**config.mk**
```make
export PLATFORM = sky130hd
export DESIGN_NAME = alu_seq
export DESIGN_NICKNAME = d
export VERILOG_FILES = /design/src/rtl/alu_seq.sv
export SDC_FILE = /design/constraint.sdc
export NUM_CORES = 1
export LEC_CHECK = 0
export ABC_AREA = 1
export CAP_MARGIN = 20
export CORE_ASPECT_RATIO = 0.9
export CORE_UTILIZATION = 45
export CTS_CLUSTER_SIZE = 24
export DETAILED_ROUTE_END_ITERATION = 10
export HOLD_SLACK_MARGIN = 0.15
export PLACE_DENSITY = 0.68
export SYNTH_ARGS = -nofsm -noshare
export SYNTH_HDL_FRONTEND = slang
export SYNTH_SLANG_ARGS = --single-unit
```
**constraint.sdc**
```tcl
create_clock -name clk -period 4.28 [get_ports clk]
set_input_delay 0.856 -clock clk [delete_from_list [all_inputs] [get_ports clk]]
set_output_delay 0.856 -clock clk [all_outputs]
set_load 0.05 [all_outputs]
```
**src/rtl/alu_seq.sv**
```systemverilog
// alu_seq: multi-cycle parametrised ALU with start/busy/done handshake.
// Non-shift operations complete in one cycle; variable-distance shifts
// move one bit per cycle through a working register before committing.
module alu_seq #(
  parameter int W  = 8,
  parameter int SW = $clog2(W)
) (
  input  logic         clk,
  input  logic         reset,
  input  logic         start,
  input  logic [2:0]   ALUOp,
  input  logic [W-1:0] inA,
  input  logic [W-1:0] inB,
  output logic         busy,
  output logic         done,
  output logic [W-1:0] rslt,
  output logic         taken,
  output logic         sc_o
);

  typedef enum logic [1:0] {
    IDLE   = 2'd0,
    SHIFT  = 2'd1,
    FINISH = 2'd2
  } state_t;

  localparam logic [2:0] OP_LD   = 3'b000;
  localparam logic [2:0] OP_ASR  = 3'b001;
  localparam logic [2:0] OP_ADD  = 3'b010;
  localparam logic [2:0] OP_POS  = 3'b011;
  localparam logic [2:0] OP_XOR  = 3'b100;
  localparam logic [2:0] OP_BEQZ = 3'b101;
  localparam logic [2:0] OP_SLL  = 3'b110;
  localparam logic [2:0] OP_SUB  = 3'b111;

  localparam logic [SW-1:0] CNT_ONE = SW'(1);

  state_t         state, state_next;
  logic [W-1:0]   work, work_next;
  logic [SW-1:0]  count, count_next;
  logic           shadow, shadow_next;
  logic           shift_left, shift_left_next;
  logic [W-1:0]   rslt_next;
  logic           taken_next;
  logic           sc_next;

  logic [SW-1:0]  n;
  logic [W:0]     sum;
  logic [W:0]     diff;
  logic [W-1:0]   work_shifted;
  logic           bit_out;
  logic           is_shift;

  assign n        = inB[SW-1:0];
  assign sum      = {1'b0, inA} + {1'b0, inB};
  assign diff     = {1'b0, inA} - {1'b0, inB};
  assign is_shift = (ALUOp == OP_ASR) || (ALUOp == OP_SLL);

  // One-bit step of the working register and the bit that falls off the end.
  assign work_shifted = shift_left ? {work[W-2:0], 1'b0} : {work[W-1], work[W-1:1]};
  assign bit_out      = shift_left ? work[W-1] : work[0];

  assign busy = (state != IDLE);
  assign done = (state == FINISH);

  // State register; reset aborts any operation in flight.
  always_ff @(posedge clk or posedge reset) begin
    if (reset) begin
      state <= IDLE;
    end else begin
      state <= state_next;
    end
  end

  // Next-state and datapath update; visible outputs change only on FINISH entry.
  always_comb begin
    state_next      = state;
    work_next       = work;
    count_next      = count;
    shadow_next     = shadow;
    shift_left_next = shift_left;
    rslt_next       = rslt;
    taken_next      = taken;
    sc_next         = sc_o;

    case (state)
      IDLE: begin
        if (start) begin
          if (is_shift && (n != '0)) begin
            state_next      = SHIFT;
            work_next       = inA;
            count_next      = n;
            shift_left_next = (ALUOp == OP_SLL);
          end else begin
            state_next = FINISH;
            taken_next = 1'b0;
            case (ALUOp)
              OP_LD:          rslt_next = inB;
              OP_ASR, OP_SLL: rslt_next = inA;
              OP_ADD: begin
                rslt_next = sum[W-1:0];
                sc_next   = sum[W];
              end
              OP_POS: begin
                rslt_next  = '0;
                taken_next = ~inA[W-1] & (|inA);
              end
              OP_XOR:         rslt_next = inA ^ inB;
              OP_BEQZ: begin
                rslt_next  = '0;
                taken_next = ~(|inA);
              end
              OP_SUB: begin
                rslt_next = diff[W-1:0];
                sc_next   = ~diff[W];
              end
              default:        rslt_next = rslt;
            endcase
          end
        end
      end

      SHIFT: begin
        work_next   = work_shifted;
        shadow_next = bit_out;
        count_next  = count - CNT_ONE;
        if (count == CNT_ONE) begin
          state_next = FINISH;
          rslt_next  = work_shifted;
          sc_next    = bit_out;
          taken_next = 1'b0;
        end
      end

      FINISH: begin
        state_next = IDLE;
      end

      default: begin
        state_next = IDLE;
      end
    endcase
  end

  // Datapath and flag registers, all cleared by reset.
  always_ff @(posedge clk or posedge reset) begin
    if (reset) begin
      work       <= '0;
      count      <= '0;
      shadow     <= 1'b0;
      shift_left <= 1'b0;
      rslt       <= '0;
      taken      <= 1'b0;
      sc_o       <= 1'b0;
    end else begin
      work       <= work_next;
      count      <= count_next;
      shadow     <= shadow_next;
      shift_left <= shift_left_next;
      rslt       <= rslt_next;
      taken      <= taken_next;
      sc_o       <= sc_next;
    end
  end

endmodule
```
* Word-level counts from Yosys, hierarchy flattened
Index checks and enable logic that the tools add are counted.
** Word-level totals
- Flip-flop bits (word level) :: 24
- Input port bits :: 22
- Output and inout port bits :: 12
- Word-level logic and storage cells :: 72
** Operators by class
- Add/subtract/negate cells :: 3
- Equal/unequal tests :: 15
- Muxes and demuxes :: 27
- Bitwise gates (word level) :: 5
- Reduce and logical (&&, ||, !) cells :: 15
** Operators by type and width (number)
- $mux 8 :: 6
- $pmux 8 s6 :: 1
- $pmux 8 s2 :: 2
- $eq 3x3->1 const B :: 4
- $add 8x8->9 :: 1
- $sub 8x8->9 :: 1
- $ne 2x2->1 const B :: 4
- $pmux 1 s2 :: 4
- $reduce_or 8->1 :: 1
- $xor 8x8->8 :: 1
- $mux 1 :: 7
- $eq 3x1->1 const B :: 2
- $eq 3x2->1 const B :: 2
- $mux 2 :: 3
- $mux 3 :: 2
- $pmux 3 s2 :: 1
- $reduce_and 3->1 :: 2
- $reduce_and 5->1 :: 1
- $pmux 2 s2 :: 1
- $reduce_and 4->1 :: 1
- $reduce_bool 2->1 :: 2
- $reduce_or 2->1 :: 2
- $logic_not 3->1 :: 1
- $ne 3x1->1 const B :: 1
- other kinds (10) :: 12

* Depth between registers and ports, before layout
Gate-level depths: netlist (run 1).
- Depth in word-level cells :: 6
- Gate-level depth with buffers :: 13
- Mapped depth without buffers :: 12

* Worst setup path after synthesis (run 1)
Ideal clock, no wire load.
- Path kind :: input to register
- From :: in inA[0]
- To :: reg rslt[2]
- Library setup time :: 0.123 ns
- Arrival :: 2.146 ns
- Required time :: 4.157 ns
- Slack :: 2.011 ns
- Cell stages on the path :: 9
- Buffers on the path :: 0
- Path through :: inv_1 > ha_1 > inv_1 > fa_1 > or2_2 > nand3_1 > o2111ai_1 > o21ai_1 > a21oi_1
** Between the ends
- Word-level cells in the longest chain between the ends :: 5
- Elaborated cells between the ends (all ways) :: 6
- Those cells by class :: add/sub: 2; mux: 4
** RTL lines
- start: declaration :: RTL line 12 : input logic [W-1:0] inA,
- $sub 8x8->9 or $add 8x8->9 (tied branches) :: RTL line 56, 55
- $pmux 8 s6 * :: RTL line 97 : case (ALUOp)
- $mux 8 * :: RTL line 89 : if (is_shift && (n != '0)) begin
- $mux 8 * :: RTL line 88 : if (start) begin
- $pmux 8 s2 * :: RTL line 86 : case (state)
- end signal: assignment :: RTL line 160 : rslt <= rslt_next;
- end: declaration :: RTL line 16 : output logic [W-1:0] rslt,
Every way passes the cells marked *; elsewhere a longest branch is shown, timed or not. The select of a mux whose other input is x is not followed.
A chain may end at the register's enable or synchronous reset.

* Worst setup path after layout (run 1)
Ends and elaborated chain as after synthesis.

==> summary.md, run 1 <==
| Metric | Value |
|---|---|
| Fillers | 504 |
| Final Core Density | 56.69% |
| Clock root cell | clkbuf_8 |
| First-pass GRT wire length | 11160 um |
| CTS tree | built |
| Final slew viol count | 0 |
| Routed Antenna Nets | 0 |
| Power Internal | 0.0006873 W |
| Crit end category | flip-flop |
| Initial Utilization | 48.38% |
| Detailed Route WL | 6697 um |
| Status | completed |
| Sequential share of power | 28.7% |
| Clock tree buffer depth | 2 |
| Skew-Pair Late Insertion Delay | 270 ps |
| Syn Inst Count | 370 |
| Crit path time final | 2757 ps |
| Async set-reset flop share out of synthesis | 100.0% |
| Most instantiated cells after synthesis | 81 x nand2_1, 52 x inv_1, 44 x nor2_1, 38 x nand3_1, 36 x a21oi_1 |
| Top cells by area, synth | dfrtp_1 25%, nand2_1 13%, ha_1 9.3% |
| Startpoint types | primary input |
| Tightest Pin Transition | 726.3 ps |
| Largest area contributor in the netlist | dfrtp_1 |
| Final setup viols | 0 |
| Area delta synth->final | 17.17% |
| Final cell count without fillers | 461 |
| Clk sinks | 24 |
| Layout cells sized above 1 | 6.061% |
| Die Wd | 79.40 um |
| Pin count of the biggest net entering global routing | 25 |
| Share of the synthesized area in the top cell type | 24.76% |
| CP Class | primary input to flip-flop |
| Max-cap violations | 0 |
| Psw | 0.0007256 W |
| Peak VDD IR | 0.0004273 V |
| Drt pass-1 iters | 6 |
| Die Y | 71.66 um |
| Max Fclk | 362.7 MHz |
| Vias post-DR | 2555 |
| Cell leakage power | 1.385 nW |
| Setup repair after global routing missed its margin | false |
| YS warnings | 0 |
| Most frequent cell after synthesis | nand2_1 |
| Initial antenna violation count | 0 |
| Num CTS Buffers | 3 |
| Mean Syn Cell Area | 6.557 um^2 |
| Power Density | 497.0 nW/um^2 |
| Port Buf Inserts | 33 |
| Switching share of power | 51.35% |
| Worst Hold Class | flip-flop to flip-flop |
| DP Area | 2774 um^2 |
| Die Area | 5689 um^2 |
| Mapped Nets | 412 |
| Hold Vio Cnt, Final | 0 |
| Clock-pin slew on the worst setup and hold paths | 80 ps |
| Area of the core | 5015 um^2 |
| Final Cycle Share | 64.42% |
| Overall power | 0.001413 W |
| Placed Cells | 457 |
| Row count | 24 |
| Clock Skews | 3.182 ps |
| Comb pwr share | 61.7% |
| Layout Nets | 440 |
| Max transition margin | 51.53% |
| GPL Wtd Cong | 0.9041 |
| Synthesized flop and latch total | 24 |
| Netlist cell types | 39 |
| Data required time at the worst endpoint | 4430 ps |
| CTS HTree Levels | 1 |
| Starting DRT DRC Count | 266 |
| CTS resizes | 0 |
| Setup total negative slack | 0 ps |
| Synthesized cell area | 2426 um^2 |
| DR vias/cell | 5.542 |
| I/O pin count | 34 |
| # DRC | 0 |
| Top FF cell, synth | dfrtp_1 |
| Register area share after synthesis | 24.76% |
| Vias in the first global route | 2276 |
| GRT Residual Overflow | 0 |
| Routed WL per cell | 14.53 um |
| Crit path max fanout | 4 |
| Detail Placement HPWL | 5212 um |
| Power share of the clock group | 9.6% |
| Number of flops mapped to enable cells by yosys | 0 |
| Diodes inserted | 0 |
| Worst endpoint data arrival time | 2910 ps |
| Total Routing Usage GR | 25.19% |
| Design area | 2843 um^2 |
| Cts hold-fix bufs | 0 |
| Postcts setup bufs | 0 |
[cells in the final DEF, fill, tap and decap left out, types with 3 or more instances in the layout]
master | Yosys | routed
dfrtp_1 | 24 | 24
nand4_1 | 6 | 6
clkdlybuf4s50_1 | 0 | 33
o21ai_1 | 5 | 5
clkbuf_8 | 0 | 3
inv_1 | 52 | 52
nor2_1 | 44 | 44
nand2_1 | 81 | 81
nand3_1 | 38 | 38
ha_1 | 18 | 18
a21oi_1 | 36 | 36
o21ai_0 | 15 | 15
inv_2 | 5 | 5
nand3b_1 | 3 | 3
[sequential cells by signal, summed over array words and instances (netlist names)]
signal,flops
taken,1
rslt,8
work,8
sc_o,1
count,3
shift_left,1
state,2
[path summary, 6_finish.rpt]
| kind | from | to | slack, ps | cells after the start |
|---|---|---|---|---|
| hold / removal | taken$_DFFE_PP0P_ | taken$_DFFE_PP0P_ | 510 | 2 |
| setup reg to reg | state[0]$_DFFE_PP0P_ | sc_o$_DFFE_PP0P_ | 2440 | 10 |
| min in group asynchronous | reset | work[6]$_DFFE_PP0P_ | 770 | 2 |
| hold reg to reg | taken$_DFFE_PP0P_ | taken$_DFFE_PP0P_ | 510 | 2 |
| max in group asynchronous | reset | work[2]$_DFFE_PP0P_ | 3160 | 3 |
| setup / recovery | inA[0] | rslt[2]$_DFFE_PP0P_ | 1520 | 10 |
[through the flow]
stage / setup WS, ps / hold WS, ps
6_report: 1523 / 513.6
2_1_floorplan: 2011 / 497.6
5_1_grt: 1394 / 568.1
3_5_place_dp: 1264 / 495.4
3_3_place_gp: 1286 / 480.5
4_1_cts: 1548 / 516.0
[kinds of logic (layout without fill, tap and decap cells)]
| family | Yosys count | after routing | share of synthesized area [%] |
|---|---|---|---|
| flip-flops | 24 | 24 | 24.76 |
| AND/OR/NAND/NOR | 189 | 189 | 36.77 |
| adder cells (fa/ha/maj) | 20 | 20 | 10.93 |
| AO/OA/AOI/OAI | 67 | 67 | 15.42 |
| XOR/XNOR | 1 | 1 | 0.3611 |
| buffers and inverters | 69 | 95 | 11.76 |
[per-layer routing]
| layer | GRT usage, % | part of all wire (%) | up-vias |
|---|---|---|---|
| li1 | - | - | 1260 |
| met5 | 0 | 0 | - |
| met2 | 39.66 | 44 | 102 |
| met1 | 37.40 | 48 | 1185 |
| met4 | 2.828 | 0.93 | 0 |
| met3 | 3.949 | 6.6 | 8 |
[layout make-up]
| cell class | count | area (um^2) | share of cell area [%] |
|---|---|---|---|
| multi-input cells | 277 | 1540 | 54.18 |
| flip-flops and latches | 24 | 600.6 | 21.13 |
| repair buffers | 35 | 365.4 | 12.85 |
| inverters | 57 | 214.0 | 7.526 |
| well taps | 65 | 81.33 | 2.861 |
| clock buffers | 3 | 41.29 | 1.452 |
[worst max-delay path: stages]
cell	delay, ps
clkdlybuf4s50_1	480
inv_1	140
ha_1	160
inv_1	60
fa_1	430
or2_2	320
nand3_1	80
o2111ai_1	120
o21ai_1	170
a21oi_1	90
[power by group through the flow]
stage	clock, W	combinational [W]	sequential [W]
floorplan	0	0.000478	0.000548
global placement	0	0.000853	0.000406
detailed placement	0	0.000862	0.000408
CTS	0.000137	0.000866	0.000404
global route	0.000148	0.000949	0.000419
finish	0.000136	0.000872	0.000406
No activity file was read; power rests on OpenSTA's default activity.
==> run 2, diff against run 1 <==
--- a/config.mk
+++ b/config.mk
@@ -12,7 +12,7 @@
 export CTS_CLUSTER_SIZE = 24
 export DETAILED_ROUTE_END_ITERATION = 10
 export HOLD_SLACK_MARGIN = 0.15
-export PLACE_DENSITY = 0.68
+export PLACE_DENSITY = 0.7
 export SYNTH_ARGS = -nofsm -noshare
 export SYNTH_HDL_FRONTEND = slang
 export SYNTH_SLANG_ARGS = --single-unit
==> constraint.sdc (replaced) <==
create_clock -name clk -period 2.4 [get_ports clk]
set_input_delay 0.48 -clock clk [delete_from_list [all_inputs] [get_ports clk]]
set_output_delay 0.48 -clock clk [all_outputs]
set_load 0.05 [all_outputs]
==> run 2 against run 1 <==
Clock-buffer cell count stayed put. Final area increased by 9.6%. Routed wire length up 5.2%. Sequential share of layout area decreased by 1.8 points. Critical path type unchanged.
==> summary.md, run 2 (synthesized netlist as in run 1, its figures left out) <==
| Metric | Value |
|---|---|
| Crit path time final | 2164 ps |
| Skew-Pair Late Insertion Delay | 260 ps (was 270 ps) |
| Worst Hold Class | flip-flop to flip-flop (unchanged) |
| Slowest CP cell | clkdlybuf4s50_1 (unchanged) |
| Crit end category | flip-flop (unchanged) |
| Switching share of power | 50.20% (was 51.35%) |
| Layout cells sized above 1 | 14.78% (was 6.061%) |
| Sequential share of power | 27.8% (was 28.7%) |
| Largest stage delay, worst path | 540 ps (was 480 ps) |
| Routed WL per cell | 14.15 um (was 14.53 um) |
| Comb pwr share | 63.1% (was 61.7%) |
| GRT Residual Overflow | 0 (unchanged) |
| Clock-pin slew on the worst setup and hold paths | 80 ps (about the same) |
| Cts hold-fix bufs | 0 (unchanged) |
| Area delta synth->final | 28.37% (was 17.17%) |
| Hold depth | 2 (unchanged) |
| Die Wd | 79.40 um (unchanged) |
| Final Cycle Share | 90.19% |
| Peak VDD IR | 0.0006856 V (was 0.0004273 V) |
| I/O pin count | 34 (unchanged) |
| Layout Nets | 477 (was 440) |
| Data required time at the worst endpoint | 2550 ps (was 4430 ps) |
| Clock Skews | 2.041 ps (was 3.182 ps) |
| CTS resizes | 0 (unchanged) |
| Clk sinks | 24 (unchanged) |
| Power share of the clock group | 9.0% (was 9.6%) |
| Crit path buffers/inverters | 2 (was 3) |
| Final setup viols | 0 (unchanged) |
| Die Area | 5689 um^2 (unchanged) |
| Critical Path Stages | 8 (was 10) |
| CP Class | primary input to flip-flop (unchanged) |
| Detailed Route WL | 7045 um (was 6697 um) |
| Final slew viol count | 0 (unchanged) |
| Critical-path cell list | clkdlybuf4s50_1, inv_1, fa_1, or2_2, nand3_1, o2111ai_1, o21ai_1, a21oi_1 (was clkdlybuf4s50_1, inv_1, ha_1, inv_1, fa_1, or2_2, nand3_1, o2111ai_1, o21ai_1, a21oi_1) |
| Die Y | 71.66 um (unchanged) |
| DR vias/cell | 5.339 (was 5.542) |
| Drt pass-1 iters | 5 (was 6) |
| Most common cell after layout, fill and taps aside | nand2_1 (unchanged) |
| Largest registers | rslt: 8 flops, work: 8 flops, count: 3 flops (unchanged) |
| Port Buf Inserts | 33 (unchanged) |
| Hold Vio Cnt, Final | 0 (unchanged) |
| Worst endpoint data arrival time | 2310 ps (was 2910 ps) |
| Postcts setup bufs | 0 (unchanged) |
| Pin count of the biggest net entering global routing | 25 (unchanged) |
| Detail Placement HPWL | 5700 um (was 5212 um) |
| Clock tree buffer depth | 2 (unchanged) |
| Fillers | 518 (was 504) |
| Initial antenna violation count | 0 (unchanged) |
| Final Core Density | 62.10% (was 56.69%) |
| Diodes inserted | 0 (unchanged) |
| CTS HTree Levels | 1 (unchanged) |
| CTS tree | built (unchanged) |
| Num CTS Buffers | 3 (unchanged) |
| Crit path max fanout | 4 (unchanged) |
| Area of the core | 5015 um^2 (unchanged) |
| Max transition margin | 66.43% (was 51.53%) |
| Startpoint types | primary input (unchanged) |
| Most frequent cells in the layout | 81 x nand2_1, 51 x inv_1, 44 x nor2_1 (was 81 x nand2_1, 52 x inv_1, 44 x nor2_1) |
| Tightest Pin Transition | 502.0 ps (was 726.3 ps) |
| Initial Utilization | 48.38% (unchanged) |
| Row count | 24 (unchanged) |
| Overall power | 0.002590 W (was 0.001413 W) |
| First-pass GRT wire length | 11640 um (was 11160 um) |
| Cell leakage power | 1.576 nW (was 1.385 nW) |
| Total Routing Usage GR | 26.23% (was 25.19%) |
| Clock root cell | clkbuf_8 (unchanged) |
| GPL Wtd Cong | 0.9030 (was 0.9041) |
| Setup repair after global routing missed its margin | false (unchanged) |
| Power Internal | 0.001290 W (was 0.0006873 W) |
| Family with the most delay on the worst path | buffers and inverters (unchanged) |
| Starting DRT DRC Count | 182 (was 266) |
| Vias post-DR | 2659 (was 2555) |
| Routed Antenna Nets | 0 (unchanged) |
| Psw | 0.001300 W (was 0.0007256 W) |
| Power Density | 831.5 nW/um^2 (was 497.0 nW/um^2) |
| # DRC | 0 (unchanged) |
| Status | completed (unchanged) |
| Reg2Reg Depth | 7 (was 10) |
| Max-cap violations | 0 (unchanged) |
| Vias in the first global route | 2494 (was 2276) |
| Max Fclk | 462.0 MHz |
[run 2: cell count changes in the layout (fill, tap and decap cells not counted), sizes merged]
cell	previous run	this run
buf	2	39
dlymetal6s2s	0	2
clkdlybuf4s50	33	31
[run 2: worst min-delay path: stages, from the launching register on]
cell and delay (ps):
dfrtp_1 360, nand2_1 60, o21ai_0 60
[run 2: path summary, 6_finish.rpt]
| kind | from | end | slack, ps |
|---|---|---|---|
| min reg2reg | taken$_DFFE_PP0P_ | taken$_DFFE_PP0P_ | 520 |
| min | taken$_DFFE_PP0P_ | taken$_DFFE_PP0P_ | 520 |
| max in group asynchronous | reset | rslt[1]$_DFFE_PP0P_ | 1580 |
| max | inB[1] | rslt[2]$_DFFE_PP0P_ | 240 |
| min in group asynchronous | reset | work[5]$_DFFE_PP0P_ | 580 |
| max reg2reg | state[0]$_DFFE_PP0P_ | rslt[1]$_DFFE_PP0P_ | 670 |
[run 2: per-layer routing]
| metal | GRT usage, % | vias up | routed length, um |
|---|---|---|---|
| li1 | - | 1328 | - |
| met1 | 37.06 | 1213 | 3343 |
| met2 | 42.05 | 103 | 3111 |
| met3 | 4.586 | 15 | 462 |
| met4 | 5.455 | 0 | 128 |
| met5 | 0 | - | 0 |
[run 2: cell type report]
cell class | instances | area [um^2] | share of cell area (%)
Multi-Input combinational cell | 277 | 1549 | 49.74
Timing Repair Buffer | 72 | 628.1 | 20.17
Sequential cell | 24 | 600.6 | 19.28
Inverter | 57 | 214.0 | 6.870
Tap cell | 65 | 81.33 | 2.611
Clock buffer | 3 | 41.29 | 1.326
[run 2: power by group through the flow]
stage	logic, W	clock network, W	registers (W)
floorplan	0.000852	0	0.000977
finish	0.00164	0.000234	0.000721
global placement	0.00159	0	0.000722
detailed placement	0.00161	0	0.000727
CTS	0.00162	0.000238	0.000721
global route	0.00178	0.000252	0.000747
[run 2: through the flow]
| step | instances | TNS, ps | setup WS, ps | hold slack (ps) | cell area [um^2] |
|---|---|---|---|---|---|
| CTS | 498 | 0 | 140.2 | 513.0 | 3100 |
| finish | 498 | 0 | 235.6 | 517.3 | 3114 |
| floorplan | 370 | 0 | 506.7 | 494.6 | 2426 |
| global route | 498 | 0 | 74.47 | 574.0 | 3114 |
| detailed placement | 495 | -388.2 | -133.1 | 492.9 | 3059 |
| global placement | 495 | -339.9 | -130.0 | 491.1 | 3059 |
